[config.mk]
export PLATFORM = sky130hd
export DESIGN_NAME = macs_sched_rr
export DESIGN_NICKNAME = d
export VERILOG_FILES = /design/src/rtl/macs_sched_rr.sv
export SDC_FILE = /design/constraint.sdc
export NUM_CORES = 1
export LEC_CHECK = 0
export BUFFER_PORTS_ARGS = -buffer_cell sky130_fd_sc_hd__buf_2
export CAP_MARGIN = 40
export CORE_AREA = 3 3 305 307
export DETAILED_ROUTE_END_ITERATION = 8
export DIE_AREA = 0 0 308 310
export SETUP_SLACK_MARGIN = 0.02
export SYNTH_ARGS = -nofsm -noshare
export SYNTH_HDL_FRONTEND = slang
export SYNTH_SLANG_ARGS = --single-unit
[constraint.sdc]
create_clock -name clk -period 2.8 [get_ports clk]
set_input_delay 0.56 -clock clk [delete_from_list [all_inputs] [get_ports clk]]
set_output_delay 0.56 -clock clk [all_outputs]
set_load 0.01 [all_outputs]
[src/rtl/macs_sched_rr.sv]
// macs_sched_rr: round-robin burst scheduler sharing the MAC array stream port between two requesters.
// Results return to their owner via a tag FIFO; define MACS_SCHED_STATS_EN for beat/stall counters.
module macs_sched_rr #(
  parameter int MAX_BURST = 16,
  parameter int TAG_DEPTH = 8
) (
  input  logic         clk,
  input  logic         reset,
  input  logic         s0_tvalid,
  output logic         s0_tready,
  input  logic [127:0] s0_tdata,
  input  logic         s0_tlast,
  input  logic         s1_tvalid,
  output logic         s1_tready,
  input  logic [127:0] s1_tdata,
  input  logic         s1_tlast,
  output logic         mac_s_tvalid,
  input  logic         mac_s_tready,
  output logic [127:0] mac_s_tdata,
  input  logic [127:0] mac_m_tdata,
  input  logic [7:0]   mac_m_tvalid,
  output logic         mac_m_tready,
  output logic [127:0] r0_tdata,
  output logic [127:0] r1_tdata,
  output logic         r0_tvalid,
  output logic         r1_tvalid,
  input  logic         r0_tready,
  input  logic         r1_tready,
  output logic [1:0]   err
`ifdef MACS_SCHED_STATS_EN
  ,
  output logic [31:0]  beats0,
  output logic [31:0]  beats1,
  output logic [31:0]  stall_cyc
`endif
);
  localparam int PW = $clog2(TAG_DEPTH);
  localparam int CW = $clog2(MAX_BURST + 1);
  typedef enum logic [1:0] {IDLE, G0, G1} state_t;
  state_t state_q, state_d;
  logic rr_q, rr_d;
  logic [CW-1:0] cnt_q, cnt_d;
  logic [TAG_DEPTH-1:0] tag_q, tag_d;
  logic [PW-1:0] wp_q, wp_d, rp_q, rp_d;
  logic [PW:0] fill_q, fill_d;
  logic [1:0] err_q, err_d;
  logic gnt0, gnt1, full, empty, head, accept, pop, res_v, partial, head_rdy, burst_end, want;
  always_comb begin
    gnt0 = state_q == G0;
    gnt1 = state_q == G1;
    full = fill_q == (PW+1)'(TAG_DEPTH);
    empty = fill_q == '0;
    head = tag_q[rp_q];
    want = (gnt0 & s0_tvalid) | (gnt1 & s1_tvalid);
    mac_s_tvalid = want & !full;
    mac_s_tdata = gnt0 ? s0_tdata : gnt1 ? s1_tdata : '0;
    s0_tready = gnt0 & mac_s_tready & !full;
    s1_tready = gnt1 & mac_s_tready & !full;
    accept = mac_s_tvalid & mac_s_tready;
    burst_end = (gnt1 ? s1_tlast : s0_tlast) | (cnt_q == CW'(MAX_BURST - 1));
    res_v = &mac_m_tvalid;
    partial = |mac_m_tvalid & !res_v;
    head_rdy = head ? r1_tready : r0_tready;
    r0_tvalid = !empty & !head & res_v;
    r1_tvalid = !empty & head & res_v;
    r0_tdata = (!empty & !head) ? mac_m_tdata : '0;
    r1_tdata = (!empty & head) ? mac_m_tdata : '0;
    // With no owner on record the beat is an orphan and is drained immediately
    mac_m_tready = reset & (empty | (head_rdy & !partial));
    pop = !empty & res_v & head_rdy;
    state_d = state_q;
    rr_d = rr_q;
    cnt_d = cnt_q;
    case (state_q)
      IDLE: begin
        if (s0_tvalid & !(s1_tvalid & rr_q)) begin
          state_d = G0;
          rr_d = 1'b1;
        end else if (s1_tvalid) begin
          state_d = G1;
          rr_d = 1'b0;
        end
      end
      default: begin
        if (accept) begin
          state_d = burst_end ? IDLE : state_q;
          cnt_d = burst_end ? '0 : cnt_q + CW'(1);
        end
      end
    endcase
    tag_d = tag_q;
    if (accept) tag_d[wp_q] = gnt1;
    wp_d = wp_q + PW'(accept);
    rp_d = rp_q + PW'(pop);
    fill_d = fill_q + (PW+1)'(accept) - (PW+1)'(pop);
    err_d = err_q | {empty & res_v, partial};
  end
  assign err = err_q;
  always_ff @(posedge clk or negedge reset) begin
    if (!reset) begin
      state_q <= IDLE;
      rr_q <= 1'b0;
      cnt_q <= '0;
      tag_q <= '0;
      wp_q <= '0;
      rp_q <= '0;
      fill_q <= '0;
      err_q <= '0;
    end else begin
      state_q <= state_d;
      rr_q <= rr_d;
      cnt_q <= cnt_d;
      tag_q <= tag_d;
      wp_q <= wp_d;
      rp_q <= rp_d;
      fill_q <= fill_d;
      err_q <= err_d;
    end
  end
`ifdef MACS_SCHED_STATS_EN
  logic [31:0] beats0_q, beats0_d, beats1_q, beats1_d, stall_q, stall_d;
  always_comb begin
    beats0_d = beats0_q + 32'(accept & gnt0);
    beats1_d = beats1_q + 32'(accept & gnt1);
    stall_d = stall_q + 32'(want & !accept);
  end
  always_ff @(posedge clk or negedge reset) begin
    if (!reset) begin
      beats0_q <= '0;
      beats1_q <= '0;
      stall_q <= '0;
    end else begin
      beats0_q <= beats0_d;
      beats1_q <= beats1_d;
      stall_q <= stall_d;
    end
  end
  assign beats0 = beats0_q;
  assign beats1 = beats1_q;
  assign stall_cyc = stall_q;
`endif
endmodule

==> results of run 1 <==
==> cell usage after synthesis (all sizes together) (2+ instances only) <==
cell,count
dfrtp,28
a22o,130
nand2,11
and2,256
nor4b,2
buf,19
inv,8
mux2i,6
nor4,3
nand3b,3
a21o,3
a21oi,2
o21ai,8
nand2b,3
xor2,4
nor2,11
xnor2,2
ha,10
nand4b,2
nor2b,6
nand4,4
nand3,5
clkbuf,43
mux2,8
==> worst paths after layout <==
check	slack, ns	startpoint	endpoint	cells past startpoint
max in group asynchronous	1.90	reset	rp_q[0]$_DFF_PN0_	2
min	0.19	reset	err[1]$_DFF_PN0_	1
max	0.1	fill_q[2]$_DFF_PN0_	r0_tdata[56]	8
min reg2reg	0.46	err[0]$_DFF_PN0_	err[0]$_DFF_PN0_	1
min in group clk	0.46	err[0]$_DFF_PN0_	err[0]$_DFF_PN0_	1
max reg2reg	0.31	fill_q[2]$_DFF_PN0_	fill_q[2]$_DFF_PN0_	10
==> per-stage QoR <==
stage | cell area (um2) | total power [uW] | setup WS [ns] | std cells
after floorplan | 4562 | 4765 | 0.3885 | 592
after global placement | 9931 | 9030 | 0.1996 | 2513
after detailed placement | 9931 | 9065 | 0.1591 | 2513
after CTS | 10100 | 9686 | 0.03760 | 2520
after global routing | 10320 | 10640 | 0.001422 | 2532
final | 10320 | 9843 | 0.09891 | 2534
==> sequential cells by signal, summed over array words and instances (netlist names) <==
register and flops:
tag_q 8, cnt_q 5, fill_q 4, rp_q 3
wp_q 3, err 2, state_q 2, rr_q 1
==> what timing repair did <==
item,CTS,global route
setup buffers,2,0
pin swaps,1,0
gates cloned,1,7
resized for setup,3,13
setup endpoints to repair,93,181
==> kinds of logic after synthesis <==
group	after synthesis	share of synthesized area (%)
multiplexers	14	3.291
AO/OA/AOI/OAI	148	27.54
buffers and inverters	70	6.445
adder cells (fa/ha/maj)	11	3.182
flip-flops	28	15.36
XOR/XNOR	6	1.152
AND/OR/NAND/NOR	315	43.03
==> layer usage <==
metal / vias up / wire, um / track usage (%) / share of wire (%)
met1: 3733 / 24630 / 14.07 / 37
met3: 101 / 6176 / 4.138 / 9.2
met4: 2 / 1657 / 2.277 / 2.5
met2: 578 / 34940 / 23.84 / 52
li1: 3601 / - / - / -
met5: - / 13 / 0 / 0.019
==> area by class of cell <==
| type | count | area [um2] |
|---|---|---|
| multi-input cells | 494 | 3610 |
| clock buffers | 3 | 75.07 |
| flip-flops and latches | 28 | 701.9 |
| repair buffers | 817 | 4388 |
| well taps | 1176 | 1471 |
| fillers | 10560 | 79960 |
| diodes | 7 | 17.52 |
| clock inverters | 1 | 30.03 |
| inverters | 8 | 30.03 |
==> worst max-delay path: cells and delay by family (launching register included) <==
family	cells	cell delay, ns
buffers and inverters	4	0.57
flip-flops	1	0.37
adder cells (fa/ha/maj)	1	0.15
AND/OR/NAND/NOR	3	0.66
==> power groups by stage <==
stage / clock [uW] / combinational (uW) / sequential [uW]
4_1_cts: 454 / 8490 / 743
2_1_floorplan: 0 / 4120 / 647
5_1_grt: 473 / 9380 / 783
6_report: 439 / 8650 / 752
3_3_place_gp: 0 / 8290 / 741
3_5_place_dp: 0 / 8320 / 746
==> flow_results.org, run 1 <==
** Clock network
- Root buf cell :: sky130_fd_sc_hd__clkbuf_16
- Clock transition at the registers of the reported paths :: 0.07 ns
- At the later pin of the worst-skew pair, clock insertion delay measures 0.28 ns.
- The number of clock buffers added by TritonCTS is 3.
- TritonCTS built the clock tree.
- Number of clock sinks seen by CTS :: 28
- In this run the number of H-tree levels came out at 1.
- Hold repair after CTS inserted 0 buffers.
- Maximum clock insertion buffer count :: 2

** Drt
- After detailed routing, the average wire length per cell comes to 26.61 um.
- For this run, design rule violations remaining after detail routing come to 0.
- After detailed routing, the total wire length is 67.42 mm.
- Iteration-0 DRC Markers :: 499
- In the routed layout, each cell is associated on average with a via count of 3.163.
- Number of search-and-repair iterations in the first detailed-routing pass :: 5
- Total vias in the final route :: 8015
- In this run the remaining antenna-violating nets after routing total 0.

** Power
- Internal power of the cells :: 4325 uW
- Switching pwr :: 5519 uW
- VDD sags by at most 543.9 uV.
- P per Cell Area :: 953.5 nW/um2
- The clock network is responsible for 4.5% of the overall power.
- In this run the static leakage power is 0.005667 uW.
- Sequential Power Share :: 7.6%
- Switching share of total power :: 56.07%
- Combinational cells account for 87.9% of the total power.

** STA
- In this run the tightest slew margin relative to its limit is 58.70%.
- Worst hold slack across all endpoints :: 0.1942 ns
- The number of pins with negative max-slew slack in the final report came to 0.
- At the pin with the least slew margin, the transition time is 0.6195 ns.
- Setup repair after global routing could not meet its margin everywhere.
- Setup violations remaining at the end of the flow were counted as 0.
- Highest clock frequency the design can meet :: 370.2 MHz
- Clock tree skew after final layout :: 0.006075 ns
- The worst path uses 96.47% of the clock period.
- Final worst path period need :: 2.701 ns
- Final hold vios :: 0
- Setup total negative slack :: 0 ns

** Synthesis
- Synthesis instantiated 48 different standard cells from the library.
- The synthesized design contains 0 enable-type register cells.
- Summed over all instances, the cell type with the most area after synthesis is sky130_fd_sc_hd__and2_1.
- Synthesis handed over a netlist of 592 instances.
- Seq/Total Area, Yosys :: 15.36%
- The mapped netlist covers 4562 um2.
- Number of nets in the synthesized netlist :: 1004
- Synth Warn # :: 0
- Seq cells post-synth :: 28
- Post-synth top area share :: 35.11%
- Synthesized area per cell :: 7.706 um2
- Sorting the synthesized cells by area gives the leading types as sky130_fd_sc_hd__and2_1, sky130_fd_sc_hd__a22o_1, sky130_fd_sc_hd__dfrtp_1, sky130_fd_sc_hd__clkbuf_1, sky130_fd_sc_hd__ha_1.
- For this run, asynchronously set or reset flops after synthesis account for 100.0%.
- The most used flip-flop cell after synthesis is sky130_fd_sc_hd__dfrtp_1.

** Place
- Routability-driven placement finished with a final weighted congestion of 0.8029.
- Post-DP HPWL :: 60.86 mm
- The count of buffers added on input and output ports is 792.

** GRT
- The via count of the first global-routing pass came to 6951.
- First-pass GRT wire length :: 77.29 mm
- Global routing consumed, over all layers together, 12.71% of the routing resources.
- Entering global routing, the biggest net connects 129 pins.
- Total global routing overflow :: 0
- The number of antenna violations at the first check in global routing is 51.

** Floorplanning
- Site row count :: 110
- In this run the count of I/O pins placed on the die edge is 793.
- In this run the vertical extent of the chip is 310 um.
- Measured along the x axis, the die boundary spans 308 um.
- The core region is 90290 um2.
- Die Area :: 95480 um2
- Once the floorplan was initialized, standard cells occupied 5.053% of the core.

** Critical path
- Kind of end point of the critical path :: primary output
- In this run the worst path has a maximum fanout of 64.
- Critical-path cell with the highest stage delay :: sky130_fd_sc_hd__dfrtp_1
- CP Data Arrival Time :: 2.14 ns
- Critical path launch point type :: flop
- Cells along the critical path :: inv_1 -> ha_1 -> nor3b_4 -> buf_4 -> and2b_4 -> buf_16 -> and2_1 -> buf_2
- Critical path class :: flop to primary output
- For this run, the slowest stage of the critical path takes 0.37 ns.
- Data on the critical path is required at its endpoint by 2.24 ns.

** Layout
- Final Util :: 11.43%
- Proportion of layout cells with a drive suffix above 1 :: 62.40%
- Most frequent cells in the layout :: sky130_fd_sc_hd__buf_2, sky130_fd_sc_hd__and2_1, sky130_fd_sc_hd__a22o_1
- Leading cell type in the layout, fill and taps excluded :: sky130_fd_sc_hd__buf_2
- Compared with the post-synthesis result, the final layout area differs by 126.3%.
- # nets final :: 1764

** Worst hold path
- In this run the worst hold path is classified as input pin to async pin.

** Outcome
- The flow ran to the end, and the final reports show no timing, DRC or antenna violations.

** Job
- Count of maximum capacitance violations :: 0
Note: power is estimated with default switching activity, not from simulation.
==> inputs of run 2 (changes only) <==
--- a/config.mk
+++ b/config.mk
@@ -10,6 +10,8 @@
 export CORE_AREA = 3 3 305 307
 export DETAILED_ROUTE_END_ITERATION = 8
 export DIE_AREA = 0 0 308 310
+export HOLD_SLACK_MARGIN = 0.03
+export PLACE_DENSITY_LB_ADDON = 0.25
 export SETUP_SLACK_MARGIN = 0.02
 export SYNTH_ARGS = -nofsm -noshare
 export SYNTH_HDL_FRONTEND = slang
==> run 2 against run 1 <==
Compared with the run above: clock skew increased by 0.0061 ns; clock power decreased by 23%; sequential share of layout area decreased by 0.067 points; non-clock buffer count increased by 29; global-route usage decreased by 1.8 points; sequential cell count unchanged; routed wire length decreased by 14%; worst hold slack improved by 0.28 ns; power decreased by 6.4%; worst setup slack improved by 0.040 ns; largest cell class unchanged.
==> flow_results.org, run 2 (same netlist as run 1, synthesis figures left out) <==
** Outcome
- Outcome :: complete, no violations

** Drt
- Iteration-0 DRC Markers :: 335 (-33%)
- Routed wire per std cell :: 22.50 um (-15%)
- Post-route antenna net violation count :: 0 (unchanged)
- Total wirelength of the detailed-routed design :: 57.73 mm (-14%)
- The number of vias per cell after detailed routing came to 3.058 (-3.3%).
- The number of vias in the routed layout is 7846 (-2.1%).
- Total DRC errors in the routed layout :: 0 (unchanged)
- The number of detailed-route iterations in the first pass was 4 (-1).

** Place
- The quantity of I/O buffers inserted on ports was 792 (unchanged).
- Global placer's final weighted congestion :: 0.7810 (-2.7%)
- Post-DP HPWL :: 51.95 mm (-15%)
- The total instance count after detailed placement was 2541 (+1.1%).
- Worst slack at placement :: 0.06301 ns (-0.09610 ns)

** Clock network
- TritonCTS Buffers :: 3 (unchanged)
- Clock transition at the registers of the reported paths :: 0.08 ns (about the same)
- Maximum clock insertion buffer count :: 2 (unchanged)
- TritonCTS built the clock tree.
- The maximum level of the CTS H-tree came to 1 (unchanged).
- The number of hold buffers added after cts was 0 (unchanged).
- The clock latency reported for the late side of the worst-skew pair came to 0.28 ns (about the same).
- Number of clock sinks seen by CTS :: 28 (unchanged)
- Root buf cell :: sky130_fd_sc_hd__clkbuf_16

** STA
- Final hold vios :: 0 (unchanged)
- The highest achievable clock rate was 375.8 MHz (+1.5%).
- Final worst path period need :: 2.661 ns (-0.03992 ns)
- The ratio of final minimum period to clock period came to 95.04% (-1.4 points).
- Worst Slack Setup Final :: 0.1388 ns (+0.03992 ns)
- Setup repair after global routing left no endpoint under its margin.
- Setup total negative slack :: 0 ns (unchanged)
- The worst slew slack as a fraction of its limit was 66.83% (+8.1 points).
- The slew at the pin with the worst max-slew slack was 0.4966 ns (-0.1229 ns).
- # setup viols final :: 0 (unchanged)
- The final clock skew came to 0.01213 ns (+0.006054 ns).
- The number of pins with negative max-slew slack in the final report is 0 (unchanged).

** Floorplanning
- Die Area :: 95480 um2 (unchanged)
- Die width :: 308 um (unchanged)
- The die span in y is 310 um (unchanged).
- The initial core utilization was 5.053% (unchanged).
- The number of placement rows came to 110 (unchanged).
- The I/O pin count came to 793 (unchanged).
- The core region area was 90290 um2 (unchanged).

** Power
- The power density over the cells was 883.5 nW/um2 (-7.3%).
- Leak :: 0.005775 uW (+1.9%)
- The largest voltage drop on the vdd net came to 292.9 uV (-46%).

** Worst hold path
- Type of the tightest min-delay check :: flop to flop
- In this run the most critical hold path is launched from err[1]$_DFF_PN0_.

** Job
- The number of max-cap violations was 0 (unchanged).

** Layout
- The net count of the finished layout was 1793 (+1.6%).
- The area growth from synthesis to layout is 128.6%.
- The sequential cell area in the final layout came to 701.9 um2 (unchanged).
- In the final layout, the registers with the most flip-flops are tag_q: 8 flops, cnt_q: 5 flops, fill_q: 4 flops.
- The library cell used most frequently in the layout, excluding fill and tap cells, is sky130_fd_sc_hd__buf_2.
- Proportion of layout cells with a drive suffix above 1 :: 63.16% (+0.76 points)
- The number of filler instances in the final layout was 10630 (+0.66%).
- Most frequent cells in the layout :: sky130_fd_sc_hd__buf_2, sky130_fd_sc_hd__and2_1, sky130_fd_sc_hd__a22o_1
- Max FFs per register :: 8 (unchanged)
- More flip-flops sit in one register than any other, and that register is tag_q.
- The non-filler instance count after layout is 2566 (+1.3%).
- The final standard cell utilization of the core came to 11.55% (+0.11 points).
- Multi-input logic area :: 3610 um2 (unchanged)

** GRT
- The global-route track usage on met1 was 12.40% (-1.7 points).
- Antenna violations before repair :: 51 (unchanged)
- The pin count of the biggest net entering global routing came to 68 (-47%).
- Met3 Resource Use GR :: 2.750% (-1.4 points)
- Global Route Usage Sum :: 10.88% (-1.8 points)
- After global routing, the most crowded layer is met2.
- The via count of the first global-routing pass came to 7360 (+5.9%).
- The remaining global-route overflow came to 0 (unchanged).
- First-pass GRT wire length :: 69.30 mm (-10%)
- GRT met2 Usage :: 20.58% (-3.3 points)

** Critical path
- The largest individual stage delay along the critical path comes from the cell sky130_fd_sc_hd__dfrtp_2.
- The required time at the endpoint of the critical path is 2.24 ns (about the same).
- The worst setup path is of the flop to primary output kind.
- STA classifies the critical path endpoint as a primary output.
- The stage delay of the slowest cell on the critical path was 0.46 ns (+0.09 ns).
- The worst reg-to-reg setup slack is 0.25 ns (-0.06 ns).
- Startpoint of the worst register-to-register path :: rp_q[0]$_DFF_PN0_
- Cells along the critical path :: mux2i_1 -> nand3b_1 -> nand4_4 -> and2b_4 -> buf_12 -> buf_4 -> and2_1 -> buf_2
- In this design, the largest share of critical-path delay is due to simple AND/OR/NAND/NOR gates.
- Crit path from :: rp_q[0]$_DFF_PN0_
- Number of buffers and inverters on the critical path :: 3 (-1)
- The largest fanout of any net on the critical path is 13 (-80%).
- STA classifies the critical path startpoint as a flop.
- The data arrival time of the critical path was 2.10 ns (-0.04 ns).
-- run 2: changes by cell type in the layout (fill, tap and decap cells not counted) --
cell                        previous run  this run
sky130_fd_sc_hd__buf_8                 1         0
sky130_fd_sc_hd__buf_2               786       792
sky130_fd_sc_hd__diode_2               7        11
sky130_fd_sc_hd__clkbuf_4              6         0
sky130_fd_sc_hd__buf_12                2         6
sky130_fd_sc_hd__buf_4                11        42
sky130_fd_sc_hd__bufinv_16             1         0
sky130_fd_sc_hd__clkbuf_16             9         5
sky130_fd_sc_hd__buf_16                4         1
sky130_fd_sc_hd__buf_6                 1         3
-- run 2: final timing paths --
path,endpoint,cells past startpoint
max,r0_tdata[105],8
min,err[1]$_DFF_PN0_,1
max reg2reg,fill_q[2]$_DFF_PN0_,9
min reg2reg,err[1]$_DFF_PN0_,1
max in group asynchronous,rp_q[0]$_DFF_PN0_,2
min in group asynchronous,fill_q[1]$_DFF_PN0_,2
-- run 2: power breakdown --
group | internal, uW | switching, uW
Clock | 190 | 150
Combinational | 3640 | 4500
Sequential | 557 | 175
Total | 4380 | 4830
-- run 2: layer usage --
layer  part of all wire (%)  vias to the layer above  wire [um]
li1                       -                     3651          -
met1                     39                     3580      22350
met2                     52                      535      30240
met3                    7.3                       78       4220
met4                    1.6                        2        909
met5                  0.023                        -         13
-- run 2: layout make-up --
type / instances / share of cell area (%)
inverters: 8 / 0.2880
flip-flops and latches: 28 / 6.732
clock buffers: 3 / 0.7200
repair buffers: 846 / 43.26
multi-input cells: 494 / 34.62
diodes: 11 / 0.2640
well taps: 1176 / 14.11
-- run 2: worst register-to-register path: stages (launching register included) --
cell and delay (ns):
sky130_fd_sc_hd__dfrtp_2 0.46, sky130_fd_sc_hd__mux2i_1 0.24, sky130_fd_sc_hd__nand3b_1 0.14, sky130_fd_sc_hd__nand4_4 0.17, sky130_fd_sc_hd__buf_4 0.13, sky130_fd_sc_hd__mux2i_1 0.39, sky130_fd_sc_hd__xnor2_1 0.12, sky130_fd_sc_hd__ha_1 0.22
sky130_fd_sc_hd__fa_1 0.41, sky130_fd_sc_hd__xor2_1 0.16
-- run 2: per-stage QoR --
step                      total power, uW  hold slack [ns]  instance area [um2]
after floorplan                      4765           0.2644                 4562
after global placement               8759           0.4684                10140
after detailed placement             8623           0.4598                10140
after CTS                            9155           0.4771                10270
after global routing                 9987           0.4934                10420
final                                9212           0.4712                10430
-- run 2: timing repair --
action                                  4_1_cts  5_1_grt
gates cloned                                  1        3
pin swaps                                     1        2
setup buffers                                 2        5
endpoints found under the hold margin         0        0
gates resized for setup                       2        5
endpoints found under the setup margin      186      231
==> inputs of run 3 (changes only) <==
--- a/config.mk
+++ b/config.mk
@@ -12,6 +12,8 @@
 export DIE_AREA = 0 0 308 310
 export HOLD_SLACK_MARGIN = 0.03
 export PLACE_DENSITY_LB_ADDON = 0.25
+export RECOVER_POWER = 25
+export REMOVE_ABC_BUFFERS = 1
 export SETUP_SLACK_MARGIN = 0.02
 export SYNTH_ARGS = -nofsm -noshare
 export SYNTH_HDL_FRONTEND = slang
==> run 3 against run 2 <==
Compared with the run above: the flow now finishes with violations (capacitance limit, slew limit); clock skew down 0.0057 ns; combinational power down 3.6%; die area unchanged; critical endpoint is now r1_tdata[15]; register-to-register slack better by 0.08 ns.
==> flow_results.org, run 3 (same netlist as run 1, synthesis figures left out) <==
** Place
- The HPWL reported at the end of detailed placement is 54.36 mm (+4.6%).
- The total instance count after detailed placement was 2528 (-0.51%).
- The quantity of I/O buffers inserted on ports was 792 (unchanged).
- Worst slack at placement :: -0.05748 ns (-0.1205 ns)
- Global placer's final weighted congestion :: 0.7808 (about the same)

** Clock network
- Clock transition at the registers of the reported paths :: 0.07 ns (about the same)
- Clock Latency Late Sink :: 0.27 ns (about the same)
- The number of clock buffers inserted by TritonCTS is 3 (unchanged).
- The maximum level of the CTS H-tree is 1 (unchanged).
- The total number of clock tree sinks is 28 (unchanged).
- Maximum clock insertion buffer count :: 2 (unchanged)
- Root buf cell :: sky130_fd_sc_hd__clkbuf_16
- TritonCTS built the clock tree.

** STA
- The number of pins with negative max-slew slack in the final report came to 29 (+29).
- The final hold slack came to 0.4797 ns (+0.008496 ns).
- RSZ-0062 raised after global routing :: false
- Final period utilization :: 94.96% (about the same)
- The shortest period the worst path allows was 2.659 ns (-0.002325 ns).
- The slew at the pin with the worst max-slew slack came to 1.707 ns (+1.210 ns).
- # setup viols final :: 0 (unchanged)
- Clock tree skew after final layout :: 0.006404 ns (-0.005726 ns)
- The highest achievable clock rate came to 376.1 MHz (about the same).
- Final hold vios :: 0 (unchanged)
- Setup total negative slack :: 0 ns (unchanged)
- Worst Slack Setup Final :: 0.1412 ns (+0.002325 ns)
- The worst slew slack as a fraction of its limit was -13.79% (-81 points).

** Worst hold path
- For hold timing, the worst endpoint is err[0]$_DFF_PN0_.
- The instance count along the most critical hold path is 1 (unchanged).
- In this run the most critical hold path is launched from err[0]$_DFF_PN0_.
- The min-delay analysis places its worst path in the category flop to flop.

** GRT
- Via count of the first global-routing pass :: 7336 (-0.33%)
- Largest net degree at the start of global routing :: 69 (+1.5%)
- Global Route Usage Sum :: 11.31% (+0.44 points)
- The remaining global-route overflow was 0 (unchanged).
- Antenna violations before repair :: 48 (-5.9%)
- First-pass GRT wire length :: 71.94 mm (+3.8%)

** Outcome
- Failing checks :: capacitance limit, slew limit
- The run finished, with violations left.

** Layout
- The flip-flop count of the largest register after layout came to 8 (unchanged).
- The net count of the finished layout came to 1775 (-1.0%).
- Proportion of layout cells with a drive suffix above 1 :: 58.00% (-5.2 points)
- More flip-flops sit in one register than any other, and that register is tag_q.
- Leading cell type in the layout, fill and taps excluded :: sky130_fd_sc_hd__buf_2
- Most frequent cells in the layout :: sky130_fd_sc_hd__buf_2, sky130_fd_sc_hd__and2_1, sky130_fd_sc_hd__a22o_1
- Layout filler cell count :: 10680 (+0.42%)
- Synthesis-to-finish area growth :: 123.9%
- Count of placed standard cells in the final layout, fillers left out :: 2554 (-0.47%)
- The largest registers in the layout are tag_q: 8 flops, cnt_q: 5 flops, fill_q: 4 flops.

** Floorplanning
- The I/O pin count is 793 (unchanged).
- The initial core utilization is 5.053% (unchanged).
- The core region area was 90290 um2 (unchanged).
- The area enclosed by the die boundary came to 95480 um2 (unchanged).
- Die Y-Extent :: 310 um (unchanged)
- The number of placement rows was 110 (unchanged).
- The horizontal die dimension came to 308 um (unchanged).

** Drt
- Total wirelength of the detailed-routed design :: 59.06 mm (+2.3%)
- The DRC violations left came to 0 (unchanged).
- The number of design-rule violations left by the first detailed-router iteration was 324 (-3.3%).
- The number of vias in the routed layout is 7774 (-0.92%).
- The detailed-route wire length per cell is 23.13 um (+2.8%).
- Vias per inst :: 3.044 (-0.45%)
- The remaining antenna violation count is 0 (unchanged).
- The number of detailed-route iterations in the first pass was 4 (unchanged).

** Critical path
- Kind of end point of the critical path :: primary output
- Capturing point of the worst reg2reg path :: fill_q[2]$_DFF_PN0_
- Worst reg2reg path depth :: 10 (+1)
- Critical path class :: flop to primary output
- Peak fanout along the critical path :: 42 (+29)
- CP Data Arrival Time :: 2.10 ns (about the same)
- Setup slack of the most critical reg-to-reg path :: 0.33 ns (+0.08 ns)
- CP Data Required Time :: 2.24 ns (about the same)
- The worst setup path is launched from a flop.
- Startpoint of the worst register-to-register path :: fill_q[2]$_DFF_PN0_

** Job
- Count of maximum capacitance violations :: 1 (+1)

** Power
- Leak :: 0.005479 uW (-5.1%)
- Maximum VDD drop :: 474.5 uV (+62%)
- P per Cell Area :: 882.7 nW/um2 (about the same)
## run 3: what timing repair did
item                                    CTS  global route
gates cloned                              1             0
buffers inserted                          1             4
endpoints found under the setup margin   16           213
hold buffers                              0             0
resized for setup                         2             2
pin swaps                                 1             1
## run 3: stage by stage
| step | instance area, um2 | total power (uW) | utilization, % |
|---|---|---|---|
| floorplan | 4298 | 4403 | - |
| global placement | 10100 | 8890 | 11.18 |
| finish | 10220 | 9018 | 11.32 |
| global route | 10190 | 9778 | 11.29 |
| CTS | 10270 | 9394 | 11.37 |
| detailed placement | 10100 | 8770 | 11.18 |
## run 3: how the worst max path moves through the flow
stage | slack (ns) | cells past startpoint | from | to
floorplan | -2.97 | 2 | state_q[0]$_DFFE_PN0P_ | mac_s_tdata[0]
global placement | -0.03 | 10 | mac_m_tvalid[2] | fill_q[2]$_DFF_PN0_
detailed placement | -0.06 | 10 | mac_m_tvalid[3] | fill_q[2]$_DFF_PN0_
CTS | 0.04 | 8 | rp_q[0]$_DFF_PN0_ | r1_tdata[68]
global route | 0.03 | 8 | rp_q[0]$_DFF_PN0_ | r1_tdata[99]
finish | 0.14 | 9 | fill_q[2]$_DFF_PN0_ | r1_tdata[15]
## run 3: routing by layer
layer  global-route usage [%]  wire [um]
met1                    12.92      22600
met2                    21.44      30830
met3                    3.356       4883
met4                   0.9661        681
met5                        0         72
## run 3: report_power, final
part           internal [uW]  leakage, uW  switching (uW)
clock                    285    0.0000512             153
sequential               557     0.000352             176
combinational           3320      0.00508            4520
total                   4170      0.00548            4850
## run 3: critical path: stages, from the launching register on
cell                        delay (ns)
sky130_fd_sc_hd__dfrtp_1          0.37
sky130_fd_sc_hd__inv_1            0.09
sky130_fd_sc_hd__ha_1             0.16
sky130_fd_sc_hd__nor3b_4          0.22
sky130_fd_sc_hd__buf_4            0.17
sky130_fd_sc_hd__nor2_4           0.04
sky130_fd_sc_hd__buf_12           0.13
sky130_fd_sc_hd__bufbuf_16        0.31
sky130_fd_sc_hd__and2_1           0.18
sky130_fd_sc_hd__buf_2            0.14
## run 3: final cells by class
type,instances,area [um2],share of cell area [%]
Timing Repair Buffer,828,4292,42.01
Multi-Input combinational cell,494,3576,35.00
Tap cell,1176,1471,14.40
Sequential cell,28,701.9,6.871
Clock buffer,3,75.07,0.7348
Antenna cell,16,40.04,0.3919
Clock inverter,1,30.03,0.2939
Inverter,8,30.03,0.2939
